### src/rtl/controller_poller.sv
// rtl/controller_poller.sv - NES-style multi-pad serial poller with busy/done handshake and one-deep request queue
// Optional CONTROLLER_PRESS_LATCH_EN adds pressed_clr/pressed_out sticky newly-pressed flags.

module controller_poller #(
    parameter int NUM_CONTROLLERS     = 2,
    parameter int BITS_PER_CONTROLLER = 8,
    parameter int CLK_DIV             = 4
) (
    input  logic                                           cpu_clk,
    input  logic                                           rst_B,
    input  logic                                           start_fetch,
    output logic                                           controller_clk,
    output logic                                           controller_latch,
    input  logic [NUM_CONTROLLERS-1:0]                     data_in_B,
    output logic [NUM_CONTROLLERS*BITS_PER_CONTROLLER-1:0] data_out,
    output logic                                           busy,
    output logic                                           done
`ifdef CONTROLLER_PRESS_LATCH_EN
    ,
    input  logic [NUM_CONTROLLERS-1:0]                     pressed_clr,
    output logic [NUM_CONTROLLERS*BITS_PER_CONTROLLER-1:0] pressed_out
`endif
);

    localparam int W  = NUM_CONTROLLERS * BITS_PER_CONTROLLER;
    localparam int PW = (CLK_DIV > 1) ? $clog2(CLK_DIV) : 1;
    localparam int BW = (BITS_PER_CONTROLLER > 1) ? $clog2(BITS_PER_CONTROLLER) : 1;

    localparam logic [PW-1:0] PH_LAST  = PW'(CLK_DIV - 1);
    localparam logic [BW-1:0] BIT_LAST = BW'(BITS_PER_CONTROLLER - 1);

    localparam logic [2:0] S_IDLE   = 3'd0;
    localparam logic [2:0] S_LATCH  = 3'd1;
    localparam logic [2:0] S_CLK_HI = 3'd2;
    localparam logic [2:0] S_CLK_LO = 3'd3;
    localparam logic [2:0] S_UPDATE = 3'd4;

    logic [2:0]                     state;
    logic [PW-1:0]                  phase;
    logic [BW-1:0]                  bit_cnt;
    logic [BITS_PER_CONTROLLER-1:0] shift_q [NUM_CONTROLLERS];
    logic [W-1:0]                   shift_flat;
    logic                           start_q;
    logic                           pending;
    logic                           rise;
    logic                           phase_last;

    assign rise       = start_fetch & ~start_q;
    assign phase_last = (phase == PH_LAST);

    always_comb begin
        shift_flat = '0;
        for (int c = 0; c < NUM_CONTROLLERS; c++)
            shift_flat[c*BITS_PER_CONTROLLER +: BITS_PER_CONTROLLER] = shift_q[c];
    end

    always_ff @(posedge cpu_clk or negedge rst_B) begin
        if (!rst_B) begin
            state            <= S_IDLE;
            phase            <= '0;
            bit_cnt          <= '0;
            start_q          <= 1'b0;
            pending          <= 1'b0;
            controller_clk   <= 1'b0;
            controller_latch <= 1'b0;
            data_out         <= '0;
            busy             <= 1'b0;
            done             <= 1'b0;
            for (int c = 0; c < NUM_CONTROLLERS; c++)
                shift_q[c] <= '0;
        end else begin
            start_q <= start_fetch;
            done    <= 1'b0;
            // UPDATE below overrides this when it consumes the queued request.
            if (rise && state != S_IDLE)
                pending <= 1'b1;

            case (state)
                S_IDLE: begin
                    busy <= rise;
                    if (rise) begin
                        state            <= S_LATCH;
                        phase            <= '0;
                        bit_cnt          <= '0;
                        controller_latch <= 1'b1;
                    end
                end

                S_LATCH: begin
                    if (phase_last) begin
                        phase            <= '0;
                        controller_latch <= 1'b0;
                        for (int c = 0; c < NUM_CONTROLLERS; c++)
                            shift_q[c][0] <= ~data_in_B[c];
                        if (BITS_PER_CONTROLLER == 1) begin
                            state <= S_UPDATE;
                        end else begin
                            state          <= S_CLK_HI;
                            controller_clk <= 1'b1;
                            bit_cnt        <= BW'(1);
                        end
                    end else begin
                        phase <= phase + 1'b1;
                    end
                end

                S_CLK_HI: begin
                    if (phase_last) begin
                        phase          <= '0;
                        controller_clk <= 1'b0;
                        state          <= S_CLK_LO;
                    end else begin
                        phase <= phase + 1'b1;
                    end
                end

                S_CLK_LO: begin
                    if (phase_last) begin
                        phase <= '0;
                        for (int c = 0; c < NUM_CONTROLLERS; c++)
                            shift_q[c][bit_cnt] <= ~data_in_B[c];
                        if (bit_cnt == BIT_LAST) begin
                            state <= S_UPDATE;
                        end else begin
                            bit_cnt        <= bit_cnt + 1'b1;
                            controller_clk <= 1'b1;
                            state          <= S_CLK_HI;
                        end
                    end else begin
                        phase <= phase + 1'b1;
                    end
                end

                S_UPDATE: begin
                    data_out <= shift_flat;
                    done     <= 1'b1;
                    if (pending || rise) begin
                        pending          <= 1'b0;
                        state            <= S_LATCH;
                        phase            <= '0;
                        bit_cnt          <= '0;
                        controller_latch <= 1'b1;
                    end else begin
                        state <= S_IDLE;
                    end
                end

                default: begin
                    state            <= S_IDLE;
                    busy             <= 1'b0;
                    controller_clk   <= 1'b0;
                    controller_latch <= 1'b0;
                end
            endcase
        end
    end

`ifdef CONTROLLER_PRESS_LATCH_EN
    logic [W-1:0] clr_mask;

    always_comb begin
        clr_mask = '0;
        for (int c = 0; c < NUM_CONTROLLERS; c++)
            clr_mask[c*BITS_PER_CONTROLLER +: BITS_PER_CONTROLLER] = {BITS_PER_CONTROLLER{pressed_clr[c]}};
    end

    // Newly-pressed bits are OR'd in after the clear so a same-cycle set survives.
    always_ff @(posedge cpu_clk or negedge rst_B) begin
        if (!rst_B)
            pressed_out <= '0;
        else if (state == S_UPDATE)
            pressed_out <= (pressed_out & ~clr_mask) | (shift_flat & ~data_out);
        else
            pressed_out <= pressed_out & ~clr_mask;
    end
`endif

endmodule

### config.mk
export PLATFORM = sky130hd
export DESIGN_NAME = controller_poller
export DESIGN_NICKNAME = d
export VERILOG_FILES = /design/src/rtl/controller_poller.sv
export SDC_FILE = /design/constraint.sdc
export NUM_CORES = 1
export LEC_CHECK = 0
export CAP_MARGIN = 20
export CORE_AREA = 2 2 65 67
export CTS_CLUSTER_DIAMETER = 200
export CTS_CLUSTER_SIZE = 12
export DETAILED_ROUTE_END_ITERATION = 12
export DIE_AREA = 0 0 67 69
export PLACE_DENSITY_LB_ADDON = 0.05
export SLEW_MARGIN = 5
export SYNTH_ARGS = -nofsm -noshare
export SYNTH_HDL_FRONTEND = slang
export SYNTH_SLANG_ARGS = --single-unit
### constraint.sdc
create_clock -name cpu_clk -period 2.1 [get_ports cpu_clk]
set_clock_uncertainty 0.2 [all_clocks]
set_input_delay 0.315 -clock cpu_clk [delete_from_list [all_inputs] [get_ports cpu_clk]]
set_output_delay 0.315 -clock cpu_clk [all_outputs]
set_load 0.005 [all_outputs]
======== Word level (Yosys, flattened, before mapping) ========
Index checks and enable logic that the tools add are counted.
cells by class
  add/sub/neg operators ................... 2
  order comparisons ....................... 2
  equality and inequality tests ........... 12
  multiplexer cells ....................... 39
  bitwise gates (word level) .............. 6
  reductions and logical operators ........ 19
operators with widths
  operator                                              count
  2-to-1 mux 3 bit                                      10
  bitwise mux 8 bit                                     2
  one-hot mux 3 bit (5 select lines)                    1
  2-to-1 mux 1 bit                                      14
  inequality test 2 bit (second input constant)         6
  one-hot mux 3 bit (4 select lines)                    1
  2-to-1 mux 9 bit                                      1
  one-hot mux 1 bit (4 select lines)                    2
  AND reduction 4 bit                                   2
  equality test 3 x 2 -> 1 bit (second input constant)  2
  equality test 3 bit (second input constant)           2
  2-to-1 mux 2 bit                                      3
  one-hot mux 1 bit (2 select lines)                    3
  one-hot mux 2 bit (3 select lines)                    1
  AND reduction 3 bit                                   2
  AND reduction 6 bit                                   1
  nonzero test 3 bit                                    2
  NOT 1 bit                                             5
  AND reduction 5 bit                                   1
  < comparator 3 x 4 -> 1 bit (second input constant)   1
  nonzero test 4 bit                                    1
  OR reduction 2 bit                                    2
  OR reduction 4 bit                                    1
  adder 3 x 1 -> 3 bit (second input constant)          1
  other kinds (12)                                      13
word-level totals
  register bits after elaboration ......... 46
  input bits .............................. 5
  output and inout bits ................... 20

======== Depth between registers and ports, before layout ========
Gate-level depths: netlist of run 1.
  depth after elaboration ................. 7
  gate-level depth with buffers ........... 6
  depth with buffers taken out ............ 6

======== Worst setup path before layout of run 1 ========
No wires, ideal clock.
  kind .................................... reg2reg
  from .................................... register bit_cnt[1]
  to ...................................... register bit_cnt[1]
  data arrival time ....................... 1,381 ps
  data required time ...................... 1,770 ps
  setup slack ............................. 389 ps
  stages on the path, launching flop included .. 7
  buffers on the path ..................... 0
  clock period less this slack ............ 1,711 ps
  cell sequence ........................... dfrtp_1 -> ha_1 -> ha_1 -> nand2b_1 -> a22oi_1 -> o21ai_1 -> mux2i_1
between the ends
  word-level cells in the longest chain between the ends .. 4
  elaborated cells between the ends (all ways) .. 7
RTL lines
  what                                line  text
  start, declared                     40    logic [BW-1:0] bit_cnt;
  start signal, assigned              125   bit_cnt <= bit_cnt + 1'b1;
  adder 3 x 1 -> 3 bit                125
  2-to-1 mux 3 bit                    122   if (bit_cnt == BIT_LAST) begin
  2-to-1 mux 3 bit                    118   if (phase_last) begin
  one-hot mux 3 bit (4 select lines)  78    case (state)
Parallel ways exist; a longest one is shown, timed or not. The select of a mux whose other input is x is not followed.
A chain may end at the register's enable or synchronous reset.

======== Worst setup path after layout of run 1 ========
Same ends and word-level chain as after synthesis.

==> results of run 1 <==
[sequential cells by signal, summed over array words and instances (netlist names)]
signal / flops
pending: 1
state: 3
controller_latch: 1
bit_cnt: 3
busy: 1
data_out: 16
shift_flat: 16
controller_clk: 1
phase: 2
start_q: 1
done: 1
[worst paths after layout]
kind | startpoint | end | slack, ns
worst max-delay path | bit_cnt[1] | bit_cnt[1] | 0.22
worst min-delay path | rst_B | data_out[8] | 0.27
worst max register to register | bit_cnt[1] | bit_cnt[1] | 0.22
worst min register to register | data_out[7] | data_out[7] | 0.29
max in group asynchronous | rst_B | data_out[2] | 0.86
min in group cpu_clk | start_fetch | start_q | 0.28
[cells in the final DEF, fill, tap and decap left out, types with 5 or more instances in the layout]
master,netlist,routed
clkdlybuf4s50_1,0,23
inv_1,17,17
o21ai_1,7,7
mux2_1,16,16
clkbuf_8,0,5
mux2i_1,18,18
buf_4,2,9
dfrtp_1,46,46
nand2_1,8,8
nand3_1,6,6
[final cells by class]
class	count	share of cell area [%]
clock buffers	5	2.77
clock inverters	3	2.77
inverters	19	2.87
multi-input cells	95	30.3
flip-flops and latches	46	46.3
well taps	50	2.51
repair buffers	34	12.6
[logic make-up (layout without fill, tap and decap cells)]
logic type	count (synthesis)	in the layout	share of synthesized area, %
fa+ha+maj	3	3	1.86
mux	34	34	17.9
simple gates	35	35	10.4
buf+inv	25	61	5.47
flops	46	46	57.1
compound gates	23	23	7.27
[power by group through the flow]
stage / logic [mW] / registers [mW] / clock network [mW]
after global placement: 0.0475 / 0.924 / 0
final: 0.0485 / 0.906 / 0.777
after floorplan: 0.0144 / 0.922 / 0
after detailed placement: 0.0494 / 0.924 / 0
after CTS: 0.0510 / 0.907 / 0.794
after global routing: 0.0569 / 0.908 / 0.834
[what timing repair did]
item	CTS	global route
hold buffers	1	0
setup buffers	0	0
hold endpoints to repair	16	0
gates resized for setup	0	0
[layer usage]
layer | global-route usage (%) | wire length (µm)
met5 | 0 | 0
met4 | 6.12 | 55
met3 | 4.89 | 173
met2 | 28.1 | 1730
met1 | 25.1 | 1690
[worst max-delay path, stage by stage (launching register included)]
cell      delay, ns
dfrtp_1        0.46
ha_1           0.22
ha_1           0.23
nand2b_1       0.16
a22oi_1        0.17
o21ai_1        0.17
mux2i_1        0.14
==> impl_metrics.env, run 1 <==
export IMPL_power_frac_comb_pct=2.8
export IMPL_setup_violations_final=0
export IMPL_stdcell_count=252
export IMPL_antennaDiodeCount=0
export IMPL_antenna_found_initial=0
export IMPL_die_x_um=67
export IMPL_place_area_mm2=0.00234
export IMPL_grt_setup_unrepaired="false"
export IMPL_die_area_mm2=0.00462
export IMPL_hold_viol=0
export IMPL_reg2reg_depth=6
export IMPL_max_cap_violations=0
export IMPL_grt_overflow=0
export IMPL_cts_buffers=5
export IMPL_postSynthCellCount=166
export IMPL_start_util_pct=51.5
export IMPL_p_int_mw=1.39
export IMPL_fill_cells=320
export IMPL_start_kind="flip-flop"
export IMPL_holdWs_ns=0.266
export IMPL_drt_pass1_iterations=4
export IMPL_yosysTopAreaCell="dfrtp_1"
export IMPL_period_share_pct=89.6
export IMPL_clock_power_share_pct=44.9
export IMPL_cp_required_ns=2.08
export IMPL_htreeDepth=2
export IMPL_p_leak_nw=1.27
export IMPL_wl_mm=3.65
export IMPL_p_sw_share_pct=19.5
export IMPL_pwr_density_cell_mw_per_mm2=696
export IMPL_pre_cts_ws_ns=0.208
export IMPL_avgSynthCellArea_um2=12.1
export IMPL_path_max_fanout=6
export IMPL_arrival_ns=1.86
export IMPL_final_nets=209
export IMPL_cts_tree="built"
export IMPL_yosys_warnings=0
export IMPL_cts_clk_slew_worst_paths_ns=0.08
export IMPL_vias=1326
export IMPL_synth_edf_count=0
export IMPL_portBuffers=24
export IMPL_hold_class="in -> async"
export IMPL_drive_above_1_share_pct=13.4
export IMPL_status="complete, no violations"
export IMPL_cts_root_buf="clkbuf_8"
export IMPL_vdd_ir_drop_max_v=0.000392
export IMPL_area_delta_synth_final_pct=23.5
export IMPL_seq_area_mm2=0.00115
export IMPL_postRouteAntennaNets=0
export IMPL_power_frac_seq_pct=52.3
export IMPL_clockBufferDepth=2
export IMPL_finalSetupTns_ns=0
export IMPL_max_slew_margin_rel_pct=73.8
export IMPL_maxSlewViolCount=0
export IMPL_drc=0
export IMPL_syn_num_nets=174
export IMPL_crit_type="reg -> reg"
export IMPL_core_area_mm2=0.00391
export IMPL_ys_top_cells_by_count="dfrtp_1, mux2i_1, inv_1, mux2_1, nand2_1"
export IMPL_timing_final_ws_setup_ns=0.217
export IMPL_viasPerCell=5.26
export IMPL_num_io_pins=25
export IMPL_insertion_delay_ns=0.30
export IMPL_timing_fmax_mhz=531
export IMPL_synth_flop_cell="dfrtp_1"
export IMPL_yosysUniqueCellTypes=36
export IMPL_initialDrtViolationCount=76
export IMPL_multi_input_area_um2=753
export IMPL_power_switching_mw=0.338
export IMPL_yosysMostFrequentCell="dfrtp_1"
export IMPL_power_mw=1.73
export IMPL_design_area_mm2=0.00249
export IMPL_synth_seq_cells=46
export IMPL_grt_usage_pct=18.3
export IMPL_tightest_slew_ns=0.383
export IMPL_drt_wirelength_per_cell_um=14.5
export IMPL_dp_cells=243
export IMPL_globalplace_congestion=0.887
export IMPL_grt_pass1_wl_mm=6.45
export IMPL_chipHeight_um=69
export IMPL_clock_sinks=46
export IMPL_rows=23
export IMPL_synth_seq_area_share_pct=57.1
export IMPL_synth_top_cell_area_share_pct=57.1
export IMPL_period_needed_ns=1.88
export IMPL_utilization_pct=63.6
export IMPL_grt_max_degree=19
export IMPL_worstSetupEndpointType="flip-flop"
export IMPL_async_flop_share_pct=100
export IMPL_grt_pass1_vias=1316
export IMPL_dpl_hpwl_mm=2.61
export IMPL_yosys_top_cells_area="dfrtp_1, mux2i_1, mux2_1, inv_1, nor3_2"
export IMPL_syn_area_mm2=0.00201
No activity file was read; power rests on OpenSTA's default activity.
==> inputs of run 2 (changes only) <==
--- a/config.mk
+++ b/config.mk
@@ -6,11 +6,11 @@
 export NUM_CORES = 1
 export LEC_CHECK = 0
 export CAP_MARGIN = 20
-export CORE_AREA = 2 2 65 67
-export CTS_CLUSTER_DIAMETER = 200
+export CORE_AREA = 3 3 66 68
+export CTS_CLUSTER_DIAMETER = 50
 export CTS_CLUSTER_SIZE = 12
 export DETAILED_ROUTE_END_ITERATION = 12
-export DIE_AREA = 0 0 67 69
+export DIE_AREA = 0 0 69 71
 export PLACE_DENSITY_LB_ADDON = 0.05
 export SLEW_MARGIN = 5
 export SYNTH_ARGS = -nofsm -noshare
==> run 2 against run 1 <==
Core utilization is 0.80 points lower; largest cell class unchanged; cell count unchanged; combinational power is 0.8% higher; flip-flop and latch count unchanged; maximum frequency up 1.7%; first-iteration DRC count fell by 57%; sequential share of layout area is 0.59 points higher; worst setup slack better by 0.031 ns; critical endpoint is now shift_flat[4].
==> impl_metrics.env, run 2 (synthesized netlist as in run 1, its figures left out) <==
export IMPL_portBuffers=24
export IMPL_place_area_mm2=0.00234
export IMPL_globalplace_congestion=0.888
export IMPL_period_needed_ns=1.85
export IMPL_grt_setup_unrepaired="false"
export IMPL_regToRegStartpoint="phase[0]"
export IMPL_crit_type="reg -> reg"
export IMPL_power_frac_seq_pct=57.3
export IMPL_path_max_fanout=4
export IMPL_clockBufferDepth=2
export IMPL_cp_required_ns=2.11
export IMPL_core_area_mm2=0.00391
export IMPL_pwr_density_cell_mw_per_mm2=644
export IMPL_max_slew_margin_rel_pct=72.1
export IMPL_antenna_found_initial=0
export IMPL_rows=23
export IMPL_grt_overflow=0
export IMPL_p_sw_share_pct=19.6
export IMPL_power_switching_mw=0.309
export IMPL_finalSetupTns_ns=0
export IMPL_postRouteAntennaNets=0
export IMPL_mostFrequentLayoutCells="dfrtp_1, clkdlybuf4s50_1, mux2i_1, inv_1, mux2_1"
export IMPL_grt_pass1_wl_mm=6.41
export IMPL_clock_power_share_pct=39.6
export IMPL_drive_above_1_share_pct=12.4
export IMPL_area_delta_synth_final_pct=22.0
export IMPL_htreeDepth=2
export IMPL_drc=0
export IMPL_startpoint="phase[0]"
export IMPL_post_cts_buffers=0
export IMPL_period_share_pct=88.2
export IMPL_met3_usage_pct=4.83
export IMPL_num_io_pins=25
export IMPL_p_int_mw=1.27
export IMPL_cts_buffers=5
export IMPL_hold_viol=0
export IMPL_grt_usage_pct=16.4
export IMPL_status="complete, no violations"
export IMPL_clock_sinks=46
export IMPL_start_kind="flip-flop"
export IMPL_p_leak_nw=1.25
export IMPL_arrival_ns=1.86
export IMPL_setup_violations_final=0
export IMPL_cts_root_buf="clkbuf_8"
export IMPL_cts_clk_slew_worst_paths_ns=0.08
export IMPL_final_common_cell="dfrtp_1"
export IMPL_grt_met2_usage_pct=28.3
export IMPL_vdd_ir_drop_max_v=0.000408
export IMPL_hold_class="in -> async"
export IMPL_grt_busiest_layer="met2"
export IMPL_power_mw=1.58
export IMPL_grt_pass1_vias=1380
export IMPL_viasPerCell=5.29
export IMPL_power_frac_comb_pct=3.1
export IMPL_die_x_um=69
export IMPL_initialDrtViolationCount=33
export IMPL_tightest_slew_ns=0.408
export IMPL_vias=1334
export IMPL_wl_mm=3.69
export IMPL_antennaDiodeCount=0
export IMPL_dpl_hpwl_mm=2.78
export IMPL_chipHeight_um=71
export IMPL_insertion_delay_ns=0.29
export IMPL_worstSetupEndpointType="flip-flop"
export IMPL_drt_pass1_iterations=5
export IMPL_start_util_pct=51.5
export IMPL_timing_fmax_mhz=540
export IMPL_grt_max_degree=18
export IMPL_cts_tree="built"
export IMPL_drt_wirelength_per_cell_um=14.6
export IMPL_design_area_mm2=0.00246
export IMPL_die_area_mm2=0.00490
export IMPL_grt_use_met1_pct=20.2
export IMPL_maxSlewViolCount=0
export IMPL_final_nets=209
export IMPL_max_cap_violations=0
## run 2: cell count changes in the layout (fill, tap and decap cells not counted), sizes merged
cell	before	now
clkbuf	5	7
clkinv	1	0
bufinv	2	1
## run 2: worst paths after layout
kind | end | slack (ns) | depth (start not counted)
min in group cpu_clk | start_q | 0.28 | 1
setup reg to reg | shift_flat[4] | 0.25 | 5
hold reg to reg | data_out[6] | 0.29 | 1
hold / removal | data_out[8] | 0.27 | 2
setup / recovery | shift_flat[4] | 0.25 | 5
max in group asynchronous | data_out[6] | 0.89 | 3
## run 2: layer usage
metal  share of wire, %  vias to the layer above
li1                   -                      644
met1                 45                      656
met2                 50                       28
met3                4.0                        6
met4                1.3                        0
met5                  0                        -
## run 2: cell type report
| cell class | count | area (µm²) |
|---|---|---|
| fillers | 325 | 1460 |
| flip-flops and latches | 46 | 1150 |
| multi-input cells | 95 | 753 |
| repair buffers | 34 | 313 |
| clock buffers | 7 | 76.3 |
| inverters | 19 | 71.3 |
| well taps | 50 | 62.6 |
| clock inverters | 1 | 30.0 |
## run 2: through the flow
stage                     cells  hold slack [ns]  util, %  setup WS [ns]
after CTS                   252            0.270     62.8          0.215
after detailed placement    243           0.0559     59.8          0.215
after global routing        252            0.298     62.8         0.0995
final                       252            0.265     62.8          0.248
after global placement      243           0.0498     59.8          0.261
after floorplan             166           -0.181        -          0.389
## run 2: repair_timing
item                                   4_1_cts  5_1_grt
hold buffers                                 1        0
gates resized for setup                      0        0
endpoints found under the hold margin       15        0
## run 2: worst max-delay path, cell delays in order, from the launching register on
cell      delay [ns]
dfrtp_1         0.39
ha_1            0.21
nand2b_2        0.11
or3_4           0.37
nor3_2          0.28
mux2i_1         0.23
## run 2: power groups by stage
stage	Sequential, mW	Combinational (mW)	Clock (mW)
3_5_place_dp	0.925	0.0499	0
5_1_grt	0.908	0.0577	0.686
4_1_cts	0.907	0.0514	0.649
2_1_floorplan	0.922	0.0144	0
6_report	0.907	0.0489	0.627
3_3_place_gp	0.923	0.0481	0
